File: config.mk
export PLATFORM = sky130hd
export DESIGN_NAME = accum_stage
export DESIGN_NICKNAME = d
export VERILOG_FILES = /design/src/rtl/accel_stage_pkg.sv /design/src/rtl/sat_clamp.sv /design/src/rtl/accum_stage.sv
export SDC_FILE = /design/constraint.sdc
export NUM_CORES = 1
export LEC_CHECK = 0
export ABC_AREA = 1
export BUFFER_PORTS_ARGS = -buffer_cell sky130_fd_sc_hd__buf_4
export CAP_MARGIN = 20
export CORE_MARGIN = 2
export CORE_UTILIZATION = 35
export DETAILED_ROUTE_END_ITERATION = 12
export SLEW_MARGIN = 10
export SYNTH_ARGS = -nofsm -noshare
export SYNTH_HDL_FRONTEND = slang
export SYNTH_SLANG_ARGS = --single-unit
File: constraint.sdc
create_clock -name clk -period 3.2 [get_ports clk]
set_input_delay 0.64 -clock clk [delete_from_list [all_inputs] [get_ports clk]]
set_output_delay 0.64 -clock clk [all_outputs]
set_load 0.05 [all_outputs]
File: src/rtl/accel_stage_pkg.sv
// Shared state encoding and default widths for the vector accumulate stage.
package accel_stage_pkg;

  localparam int DATA_W = 32;
  localparam int ACC_W  = 48;
  localparam int LEN_W  = 8;

  typedef enum logic [1:0] {
    IDLE   = 2'd0,
    ACCUM  = 2'd1,
    OUTPUT = 2'd2
  } state_t;

endpackage

File: src/rtl/sat_clamp.sv
// Combinational clamp of a wide signed sum into the DATA_W output range.
module sat_clamp #(
  parameter int ACC_W  = 48,
  parameter int DATA_W = 32
) (
  input  logic signed [ACC_W-1:0]  sum,
  output logic signed [DATA_W-1:0] clamped,
  output logic                     sat
);

  localparam logic signed [ACC_W-1:0] MAX_V =
    {{(ACC_W-DATA_W+1){1'b0}}, {(DATA_W-1){1'b1}}};
  localparam logic signed [ACC_W-1:0] MIN_V =
    {{(ACC_W-DATA_W+1){1'b1}}, {(DATA_W-1){1'b0}}};

  // Returns {sat_flag, clamped_value}; in-range sums simply drop the upper bits.
  function automatic logic [DATA_W:0] saturate(input logic signed [ACC_W-1:0] x);
    if (x > MAX_V)
      return {1'b1, 1'b0, {(DATA_W-1){1'b1}}};
    else if (x < MIN_V)
      return {1'b1, 1'b1, {(DATA_W-1){1'b0}}};
    else
      return {1'b0, x[DATA_W-1:0]};
  endfunction

  assign {sat, clamped} = saturate(sum);

endmodule

File: src/rtl/accum_stage.sv
// Vector accumulator: sums len words, then presents one saturated, optionally
// rectified result and holds it until the downstream handshake.
module accum_stage #(
  parameter int DATA_W = accel_stage_pkg::DATA_W,
  parameter int ACC_W  = accel_stage_pkg::ACC_W,
  parameter int LEN_W  = accel_stage_pkg::LEN_W
) (
  input  logic                     clk,
  input  logic                     rstn,
  input  logic                     valid_in,
  input  logic signed [DATA_W-1:0] data_in,
  output logic                     ready_out,
  input  logic [LEN_W-1:0]         len,
  input  logic                     relu_en,
  output logic                     valid_out,
  output logic signed [DATA_W-1:0] data_out,
  output logic                     sat_out,
  input  logic                     ready_in
);

  import accel_stage_pkg::*;

  state_t                    state;
  logic signed [ACC_W-1:0]   acc;
  logic [LEN_W-1:0]          cnt;
  logic [LEN_W-1:0]          len_q;
  logic                      relu_q;

  logic                      accept;
  logic                      last_word;
  logic                      relu_sel;
  logic [LEN_W-1:0]          len_eff;
  logic signed [ACC_W-1:0]   word_ext;
  logic signed [ACC_W-1:0]   sum_nxt;
  logic signed [DATA_W-1:0]  clamped;
  logic signed [DATA_W-1:0]  result;
  logic                      sat;

  function automatic logic signed [DATA_W-1:0] relu(
    input logic signed [DATA_W-1:0] x,
    input logic                     en
  );
    return (en && x < 0) ? '0 : x;
  endfunction

  // Handshake readiness depends on state only, keeping valid_in/data_in off any output path.
  assign ready_out = (state != OUTPUT);
  assign accept    = valid_in && ready_out;
  assign word_ext  = {{(ACC_W-DATA_W){data_in[DATA_W-1]}}, data_in};
  assign len_eff   = (len == '0) ? LEN_W'(1) : len;

  // The first word of a vector uses the live len/relu_en; later words use the latched copies.
  always_comb begin
    sum_nxt   = acc + word_ext;
    last_word = (({1'b0, cnt} + (LEN_W+1)'(1)) == {1'b0, len_q});
    relu_sel  = relu_q;
    if (state == IDLE) begin
      sum_nxt   = word_ext;
      last_word = (len_eff == LEN_W'(1));
      relu_sel  = relu_en;
    end
  end

  sat_clamp #(
    .ACC_W  (ACC_W),
    .DATA_W (DATA_W)
  ) u_sat_clamp (
    .sum     (sum_nxt),
    .clamped (clamped),
    .sat     (sat)
  );

  assign result = relu(clamped, relu_sel);

  always_ff @(posedge clk or negedge rstn) begin
    if (!rstn) begin
      state     <= IDLE;
      acc       <= '0;
      cnt       <= '0;
      len_q     <= '0;
      relu_q    <= 1'b0;
      valid_out <= 1'b0;
      data_out  <= '0;
      sat_out   <= 1'b0;
    end else begin
      case (state)
        IDLE, ACCUM: begin
          if (accept) begin
            acc <= sum_nxt;
            if (state == IDLE) begin
              cnt    <= LEN_W'(1);
              len_q  <= len_eff;
              relu_q <= relu_en;
            end else begin
              cnt <= cnt + LEN_W'(1);
            end
            if (last_word) begin
              state     <= OUTPUT;
              data_out  <= result;
              sat_out   <= sat;
              valid_out <= 1'b1;
            end else begin
              state <= ACCUM;
            end
          end
        end
        OUTPUT: begin
          if (ready_in) begin
            state     <= IDLE;
            valid_out <= 1'b0;
          end
        end
        default: state <= IDLE;
      endcase
    end
  end

endmodule

==> results by group <==
STA
  • RSZ-0062 raised after global routing: yes
  • Final hold vios: 0
  • Fmax: 314 MHz
  • Worst hold slack: 0.185 ns
  • Worst-Margin Slew: 0.634 ns
  • Worst slew margin: 57.7%
  • Final setup viols: 0
  • Final setup margin: 0.0158 ns
  • Clock skew: 0.0110 ns
  • Final Slew Violations: 0
  • Min cycle time layout: 3.18 ns
  • Fin crit share: 99.5%

Die
  • Die X-Extent: 163 µm
  • Ports: 80
  • Row cnt: 58
  • Die Y-Extent: 163 µm
  • Die ar.: 26,500 µm²
  • Initial core utilization: 35.3%
  • Placeable Area: 25,000 µm²

Final layout
  • Antenna cell count: 0
  • Share of cells above drive strength 1: 35.7%
  • Final Instance Area: 13,400 µm²
  • Post-Layout Cell Count: 2,124
  • Multi-input gate area: 6410 µm²
  • Fill count: 2,497
  • Syn-to-layout area delta: 52.0%
  • Post-layout util: 53.7%
  • Register area: 2530 µm²
  • Total Nets Final: 1,883

Synthesis
  • Mapped cell area: 8820 µm²
  • Library cells used by synthesis: 42
  • Gate count of the mapped netlist: 1,449
  • Area leader, netlist: dfrtp_1
  • Async SR Flop Fraction: 100%
  • Mapped Avg Cell Area: 6.08 µm²
  • Synth top area cells: dfrtp_1 29%, nand2_1 25%, inv_1 8.7%, ha_1 6.8%, nand3_1 5.2%
  • Yosys warns: 0
  • Post-synthesis sequential area ratio: 28.7%
  • Post-Syn Nets: 1,543
  • Share of Yosys cell area claimed by the top area cell type: 28.7%
  • Top-count cell post-synth: nand2_1
  • FF+latch count, synth: 101
  • Commonest cells in the netlist: 593 x nand2_1, 205 x inv_1, 116 x nor2_1, 101 x dfrtp_1, 92 x nand3_1
  • Post-synth EDFFs: 0
  • Dominant synthesized flop cell: dfrtp_1

Job
  • Max Cap Viol: 0

Setup path
  • Setup crit start kind: register
  • CP Max Fanout: 8
  • Worst Setup End Kind: register
  • Kind of critical path: reg -> reg
  • R2R depth: 23
  • Arrival @ worst endpoint: 3.45 ns
  • WP data required: 3.47 ns

Clock tree
  • CTS H-tree depth: 3
  • CTS Buffer Depth: 2
  • Latest clock arrival within the worst-skew pair: 0.37 ns
  • Root Driver: clkbuf_16
  • Total CTS buffers: 9
  • CTS tree: built
  • Worst-path clk slew: 0.09 ns
  • Sinks on Clock Net: 101

Drt
  • Total iterations of the first detailed-routing run: 5
  • Drt wl/cell: 15.7 µm
  • WL final: 33,400 µm
  • # DRC: 0
  • Drt via density: 4.87
  • Vias: 10,348
  • Initial DRC Count: 654
  • Post-DRT Antenna Nets: 0

GRT
  • Initial antenna violation count: 0
  • Tot GR Track Use: 24.1%
  • Largest net degree at the start of global routing: 76
  • Global-route wire length before repair: 50,100 µm
  • Remaining global-route overflow: 0
  • Vias in the first global route: 9,564

Placement
  • Post-placement cell count: 2,074
  • IO Port Bufs: 79
  • Gpl congestion: 0.962
  • Area of placed instances: 11,600 µm²
  • Post-DP HPWL: 24,600 µm
  • Dpl ws: -0.521 ns

Power
  • VDD IR max: 0.685 mV
  • Leakage: 0.00719 µW
  • PwrDens: 1270 nW/µm²

Status
  • Status: finished clean

Min path
  • Worst Hold Class: in -> async
==> routing by layer <==
| metal | part of all wire [%] | global-route usage (%) | up-vias |
|---|---|---|---|
| met3 | 5.6 | 3.13 | 40 |
| met4 | 1.9 | 7.12 | 0 |
| met2 | 46 | 37.9 | 286 |
| met5 | 0 | 0 | - |
| li1 | - | - | 5201 |
| met1 | 47 | 34.6 | 4821 |
==> cell type report <==
class                   instances  area share, %
clock buffers                  10           1.78
multi-input cells            1098           47.8
repair buffers                366           22.0
flip-flops and latches        101           18.9
clock inverters                 6          0.476
well taps                     330           3.08
inverters                     213           5.97
==> cells by family after synthesis <==
group           Yosys count  share of synthesized area, %
xor+xnor                 29                          2.88
compound gates          157                          9.72
buf+inv                 250                          11.3
flops                   101                          28.7
fa+ha+maj                49                          7.04
simple gates            859                          39.9
mux                       4                         0.511
==> critical path, cell delays in order, from the launching register on <==
cell     delay (ns)
dfrtp_1        0.36
ha_2           0.20
inv_2          0.04
fa_2           0.40
inv_2          0.08
buf_4          0.10
nand3_1        0.12
nand3_2        0.14
buf_4          0.11
nand2_1        0.05
nand3_2        0.10
nand2_2        0.08
nand2_1        0.07
nand2_1        0.07
nand3_2        0.08
nand3_1        0.09
nor2_2         0.17
nand4_1        0.19
nand2_4        0.17
buf_12         0.12
buf_16         0.15
nand2_2        0.06
nand3_1        0.06
nand2_1        0.06
==> registers in the layout (all words and copies together), names as in the netlist <==
name	cells
state	2
cnt	8
sat_out	1
valid_out	1
relu_q	1
data_out	32
acc	48
len_q	8
==> per-stage QoR <==
step	power (µW)	setup TNS (ns)
6_report	17000	0
5_1_grt	18300	-2.48
3_5_place_dp	12800	-16.45
2_1_floorplan	8300	0
4_1_cts	15000	0
3_3_place_gp	12800	-14.42
==> placed cells by master, fill, tap and decap left out, types with 12 or more instances in the layout <==
cell type / netlist / final
nand4_1: 12 / 12
nand2_1: 593 / 515
clkbuf_16: 0 / 12
o21ai_0: 60 / 54
nor2_1: 116 / 81
nand2_2: 4 / 75
ha_1: 48 / 12
a21oi_1: 59 / 36
dfrtp_1: 101 / 101
ha_4: 0 / 33
a21oi_2: 1 / 23
nor2_2: 11 / 33
buf_4: 0 / 347
nand3_1: 92 / 65
nor2_4: 1 / 14
nand3_2: 6 / 33
xnor2_1: 18 / 18
inv_2: 6 / 13
inv_1: 205 / 197
==> worst paths after layout <==
check                               end  slack (ns)         from
max                        data_out[18]        0.02       acc[0]
min                         data_out[4]        0.19         rstn
max reg2reg                data_out[18]        0.02       acc[0]
min reg2reg                 data_out[4]        0.49  data_out[4]
max in group asynchronous       acc[32]        2.24         rstn
min in group clk               state[1]        0.47     ready_in
==> repair_timing <==
item,in CTS,in global routing
cloned,2,4
hold buffers,0,0
gates resized for setup,71,191
endpoints found under the setup margin,32,33
setup buffers,4,25
pin swaps,12,66
==> where the power goes <==
group	leakage, µW	total [µW]	switching [µW]	internal [µW]
clock	0.000146	1200	630	575
sequential	0.00127	2280	440	1840
combinational	0.00578	13500	7410	6060
total	0.00719	17000	8480	8470
No activity file was read; power rests on OpenSTA's default activity.
